<file path="src/rtl/mem_copy_engine.sv">
// Block copy initiator for a single-port memory with combinational read data.
// Moves LENGTH words from src to dst in ascending order, one word per two cycles.
//
// state | meaning
// IDLE  | waiting for start; busy low
// READ  | addr = source pointer; read data captured at the edge
// WRITE | addr = destination pointer; write strobe high with the captured word
// DONE  | one-cycle completion pulse; busy still high
module mem_copy_engine #(
    parameter int ADDR_WIDTH = 12,
    parameter int DATA_WIDTH = 36
) (
    input  logic                  clk,
    input  logic                  reset,
    input  logic                  start,
    input  logic [ADDR_WIDTH-1:0] src_addr,
    input  logic [ADDR_WIDTH-1:0] dst_addr,
    input  logic [ADDR_WIDTH:0]   length,
    output logic                  busy,
    output logic                  done,
    output logic [ADDR_WIDTH:0]   words_copied,
    output logic [ADDR_WIDTH-1:0] addr,
    output logic                  write_enable,
    output logic [DATA_WIDTH-1:0] write_data,
    input  logic [DATA_WIDTH-1:0] read_data
);

    typedef enum logic [1:0] {
        IDLE  = 2'd0,
        READ  = 2'd1,
        WRITE = 2'd2,
        DONE  = 2'd3
    } state_t;

    state_t                state;
    logic [ADDR_WIDTH-1:0] src_ptr;
    logic [ADDR_WIDTH-1:0] dst_ptr;
    logic [ADDR_WIDTH:0]   remaining;

    // write_data doubles as the data latch: it is loaded in READ and held through WRITE.
    always_ff @(posedge clk or posedge reset) begin
        if (reset) begin
            state        <= IDLE;
            src_ptr      <= '0;
            dst_ptr      <= '0;
            remaining    <= '0;
            busy         <= 1'b0;
            done         <= 1'b0;
            words_copied <= '0;
            addr         <= '0;
            write_enable <= 1'b0;
            write_data   <= '0;
        end else begin
            case (state)
                IDLE: begin
                    write_enable <= 1'b0;
                    done         <= 1'b0;
                    if (start) begin
                        src_ptr      <= src_addr;
                        dst_ptr      <= dst_addr;
                        remaining    <= length;
                        words_copied <= '0;
                        busy         <= 1'b1;
                        if (length == '0) begin
                            state <= DONE;
                            done  <= 1'b1;
                        end else begin
                            state <= READ;
                            addr  <= src_addr;
                        end
                    end
                end
                READ: begin
                    write_data   <= read_data;
                    addr         <= dst_ptr;
                    write_enable <= 1'b1;
                    state        <= WRITE;
                end
                WRITE: begin
                    write_enable <= 1'b0;
                    src_ptr      <= src_ptr + ADDR_WIDTH'(1);
                    dst_ptr      <= dst_ptr + ADDR_WIDTH'(1);
                    remaining    <= remaining - (ADDR_WIDTH + 1)'(1);
                    words_copied <= words_copied + (ADDR_WIDTH + 1)'(1);
                    if (remaining == (ADDR_WIDTH + 1)'(1)) begin
                        state <= DONE;
                        done  <= 1'b1;
                    end else begin
                        state <= READ;
                        addr  <= src_ptr + ADDR_WIDTH'(1);
                    end
                end
                DONE: begin
                    done         <= 1'b0;
                    busy         <= 1'b0;
                    write_enable <= 1'b0;
                    state        <= IDLE;
                end
                default: begin
                    state        <= IDLE;
                    busy         <= 1'b0;
                    done         <= 1'b0;
                    write_enable <= 1'b0;
                end
            endcase
        end
    end

endmodule

</file>
<file path="config.mk">
export PLATFORM = sky130hd
export DESIGN_NAME = mem_copy_engine
export DESIGN_NICKNAME = d
export VERILOG_FILES = /design/src/rtl/mem_copy_engine.sv
export SDC_FILE = /design/constraint.sdc
export NUM_CORES = 1
export LEC_CHECK = 0
export CELL_PAD_IN_SITES_DETAIL_PLACEMENT = 0
export CELL_PAD_IN_SITES_GLOBAL_PLACEMENT = 2
export CORE_MARGIN = 2
export CORE_UTILIZATION = 30
export CTS_BUF_LIST = sky130_fd_sc_hd__clkbuf_16
export DETAILED_ROUTE_END_ITERATION = 16
export MAX_ROUTING_LAYER = met4
export PLACE_DENSITY_LB_ADDON = 0.1
export SLEW_MARGIN = 20
export SYNTH_ARGS = -nofsm -noshare
export SYNTH_HDL_FRONTEND = slang
export SYNTH_SLANG_ARGS = --single-unit
</file>
<file path="constraint.sdc">
create_clock -name clk -period 3.9 [get_ports clk]
set_input_delay 0.585 -clock clk [delete_from_list [all_inputs] [get_ports clk]]
set_output_delay 0.585 -clock clk [all_outputs]
set_load 0.02 [all_outputs]
</file>
== Word level (Yosys, flattened, before mapping) ==
Index checks and enable logic that the tools add are counted.
Operators by class
  order comparisons: 0
  multiplexer cells: 23
  equality and inequality tests: 8
  reductions and logical operators: 11
  add/subtract/negate cells: 4
  shift operators: 0
  bitwise operators: 0
  divide/modulo/power cells: 0
  multipliers: 0
Operators by type and width (count)
  $mux 12: 5
  $pmux 13 s2: 2
  $pmux 12 s2: 2
  $pmux 12 s3: 1
  $mux 13: 2
  $add 12x1->12 const B: 2
  $add 13x1->13 const B: 1
  $eq 13x1->1 const B: 1
  $logic_not 13->1: 1
  $sub 13x1->13 const B: 1
  $ne 2x2->1 const B: 4
  $pmux 2 s4: 1
  $mux 2: 3
  $reduce_and 2->1: 3
  $reduce_bool 3->1: 2
  $eq 2x2->1 const B: 2
  $mux 1: 4
  $pmux 1 s2: 2
  $reduce_and 4->1: 1
  $reduce_bool 2->1: 2
  $pmux 1 s3: 1
  $reduce_or 3->1: 1
  $eq 2x1->1 const B: 1
  $logic_not 2->1: 1
Storage, ports and cells
  latch bits: 0
  flip-flop bits (word level): 103
  logic and storage cells: 56
  memory bits (read-only): 0
  memories: 0
  RAM bits: 0
  output and inout bits: 64

== Longest topological paths before layout ==
  depth in word-level cells: 4
  depth in mapped cells: 8

== Least setup slack after synthesis ==
OpenSTA, ideal clock, no wires.
  path type: register -> register
  start: register state[0]
  end: register words_copied[12]
  data required time: 3.823 ns
  data arrival time: 1.944 ns
  library setup time: 0.077 ns
  cell stages (with the launch flop): 7
  setup slack: 1.879 ns
  path buffers: 0
  cell sequence: dfrtp_1 inv_1 ha_1 mux2i_2 or3_1 or4_1 a21oi_1
On the way
  cells in the longest elaborated chain, start to end: 3
  elaborated cells on any way between the ends: 6
  classes of those cells: 2 x eq/ne; 1 x mux; 3 x reduce/logical
RTL lines
  start: declaration: RTL line 35  | state_t state;
  start signal: assignment: RTL line 43  | state <= IDLE;
  start signal: assignment: RTL line 65  | state <= DONE;
  start signal: assignment: RTL line 68  | state <= READ;
  $eq 2x2->1 or $logic_not 2->1 (tied branches): RTL line 54  | case (state)
  $reduce_bool 2->1 (no source line) or $ne 2x2->1 (tied branches)
  $reduce_and 2->1 (no source line)
  end signal: assignment: RTL line 84  | words_copied <= words_copied + (ADDR_WIDTH + 1)'(1);
  end: declaration: RTL line 21  | output logic [ADDR_WIDTH:0] words_copied,
Parallel ways exist; a longest one is shown, timed or not.
A chain may end at the register's enable or synchronous reset.

== Final worst setup path ==
  start: register state[1]
  end: register words_copied[11]
The elaborated chain is that of the path after synthesis.

==> metrics <==
CP Class reg2reg; total core area 18000 um2; Root Buffer clkbuf_16; Initial Utilization 30.7%; largest net degree at the start of global routing 60; CP Cell Sequence inv_1 -> ha_1 -> mux2_2 -> nand4_1 -> or3_1 -> a21oi_1; CP required 4170 ps; Worst Setup Start Kind flop; placed cell area 7140 um2; area growth from synthesis to layout 34.6%; Pins Over Slew Limit 0; Max Fclk 389 MHz; CTS tree yes; global-route wire length before repair 26700 um; share of layout cells above drive strength 1 a little under an eighth; Vias 4842; Mapped Area 5540 um2; Ports 140; normalized max-slew margin 37.4%; GP Congestion 0.772; FFs w/ async S/R, synth 100%; syn_nets 656; Fin. Hold Viols 0; pre-CTS WS 1200 ps; Primary FF master, synth dfrtp_1; die height between 100 and 150 um; DIE WIDTH roughly 140 um; Clock Latency Late Sink ~350 ps; Synth Area in XOR/XNOR less than 1%; final instance area 7450 um2; Post-synth EDFFs 0; cell count after synthesis 569; routed wire length 16200 um; Setup Buffers After CTS 0; post-synthesis simple-gate area fraction 15.8%; sequential cell area fraction in the yosys report about 47%; Min-Delay Path Class reg2reg; Adder-Cell Fraction of Synth Area 2.49%; post-route insts no fill between 900 and 1000; CP delay by family, top simple AND/OR/NAND/NOR gates; Tightest Pin Transition 938 ps; CTS H-Tree Depth 3; Synth Area in Compound Gates 18.6%; Avg Cell Area, Syn 9.73 um2; Final WS setup 1330 ps; Total Routing Usage GR 17.5%; initial antenna violation count 0; status finished, final reports clean; std cell rows ~50; Initial DRT Pass Iterations 4; Synth Warn # 0; Inserted Clock Buffers 9; Iteration-0 DRC Markers 185; Pwr Total around 6.4 mW; WP buf/inv 1; drt drc 0; P_leak 2.90 nW; Via-to-Cell Ratio 5.24; placed cells 908; most common cell after layout, fill and taps aside clkdlybuf4s50_1; Largest stage delay, worst path ~500 ps; Critical Path Slowest Stage Cell mux2_2; setup TNS 0 ps; Overflow after GRT 0; clock slew at reported path FFs 80 ps; CTS Buffer Depth 2; Post-DRT Antenna Nets 0; Arrival @ worst endpoint 2840 ps; Unique masters post-synth 52; hold buffers post-CTS 0; mux contribution to synthesized area 11.4%; commonest cells after routing, fill and taps aside clkdlybuf4s50_1 (139), dfrtp_1 (103), a21oi_1 (57); largest family of logic cells by synthesized area compound AO/OA/AOI/OAI gates; register-to-register setup slack 1330 ps; max-capacitance violation count 0; synthesized flop and latch total 103; die area approximately 20000 um2; Antenna diodes 0; PortBufs 139; nets 777; RSZ-0062 raised after global routing no; Final Cycle Share 65.9%; Resized Gates After CTS 0; crit-path max FO 14; final setup violating endpoints 0; Sink Count 103; Crit. End Element flop; clk_skew 9.35 ps; DPL Wire Length around 11000 um; vias in the first global route ~4800; maximum vdd drop 416 uV; crit path time final 2570 ps; Pwr per Cell Area 856 nW/um2; DR WL/cell 17.6 um
==> synth_stat cells, types with 3 or more instances <==
| library cell | instances | area (um2) |
|---|---|---|
| ha_1 | 11 | 138 |
| nand4_1 | 16 | 100 |
| nor2_1 | 39 | 146 |
| inv_1 | 19 | 71.3 |
| nand2_1 | 29 | 109 |
| a22oi_1 | 3 | 22.5 |
| nor4_1 | 11 | 68.8 |
| mux2i_1 | 10 | 100 |
| o211ai_1 | 3 | 22.5 |
| nor3_1 | 6 | 30.0 |
| nand2b_1 | 4 | 25.0 |
| and4_1 | 4 | 35.0 |
| o21a_1 | 5 | 37.5 |
| a21oi_1 | 57 | 285 |
| mux2_2 | 46 | 518 |
| o21ai_0 | 35 | 175 |
| or3_1 | 12 | 75.1 |
| or4_1 | 3 | 22.5 |
| and3_1 | 4 | 25.0 |
| and2_1 | 4 | 25.0 |
| a211oi_1 | 4 | 30.0 |
| dfrtp_1 | 103 | 2580 |
| o22a_1 | 11 | 96.3 |
| buf_1 | 7 | 26.3 |
| a31oi_1 | 9 | 56.3 |
| o22ai_1 | 13 | 81.3 |
| nor4b_1 | 3 | 26.3 |
| a41oi_1 | 6 | 52.6 |
| buf_2 | 5 | 25.0 |
| nand3_1 | 24 | 120 |
| xnor2_1 | 4 | 35.0 |
| clkbuf_1 | 26 | 97.6 |
| o31ai_1 | 4 | 30.0 |
| or2_2 | 3 | 18.8 |
| a21boi_0 | 3 | 22.5 |
==> registers in the layout (all words and copies together), names as in the netlist <==
register / count
src_ptr: 12
write_enable: 1
words_copied: 13
done: 1
write_data: 36
dst_ptr: 12
remaining: 13
addr: 12
state: 2
busy: 1
==> worst paths after layout <==
path                                            from                            to  cells after the start
max                             state[1]$_DFFE_PP0N_  words_copied[11]$_DFFE_PP0P_                      6
min                        write_data[3]$_DFFE_PP0N_     write_data[3]$_DFFE_PP0N_                      1
max reg2reg                     state[1]$_DFFE_PP0N_  words_copied[11]$_DFFE_PP0P_                      6
min reg2reg                write_data[3]$_DFFE_PP0N_     write_data[3]$_DFFE_PP0N_                      1
max in group asynchronous                      reset     write_data[6]$_DFFE_PP0N_                      3
min in group asynchronous                      reset    write_data[26]$_DFFE_PP0N_                      2
==> power by group <==
part / internal (mW) / switching, mW
logic: 1.56 / 1.81
registers: 1.57 / 0.455
clock network: 0.559 / 0.420
total: 3.69 / 2.68
==> cells by family (layout without fill, tap and decap cells) <==
| logic type | Yosys count | in the layout |
|---|---|---|
| XOR/XNOR | 6 | 6 |
| AND/OR/NAND/NOR | 168 | 168 |
| multiplexers | 57 | 57 |
| buffers and inverters | 58 | 184 |
| adder cells (fa/ha/maj) | 11 | 11 |
| AO/OA/AOI/OAI | 166 | 166 |
| flip-flops | 103 | 103 |
==> routing by layer <==
layer / global-route usage (%) / wire length (um)
met3: 2.86 / 685
met2: 27.3 / 7400
met1: 24.0 / 8030
met5: - / 0
met4: 4.11 / 111
==> final cells by class <==
type                            count  area, um2
Clock buffer                        9        225
Inverter                           19       73.8
Clock inverter                      7       87.6
Timing Repair Buffer              149       1470
Multi-Input combinational cell    408       2730
Sequential cell                   103       2580
Tap cell                          229        287
Fill cell                        1785      10600
==> metrics by stage <==
stage	hold slack [ps]	utilization [%]
6_report	505	41.3
3_5_place_dp	495	39.6
2_1_floorplan	483	-
3_3_place_gp	490	39.6
5_1_grt	519	41.3
4_1_cts	511	41.3
No activity file was read; power rests on OpenSTA's default activity.
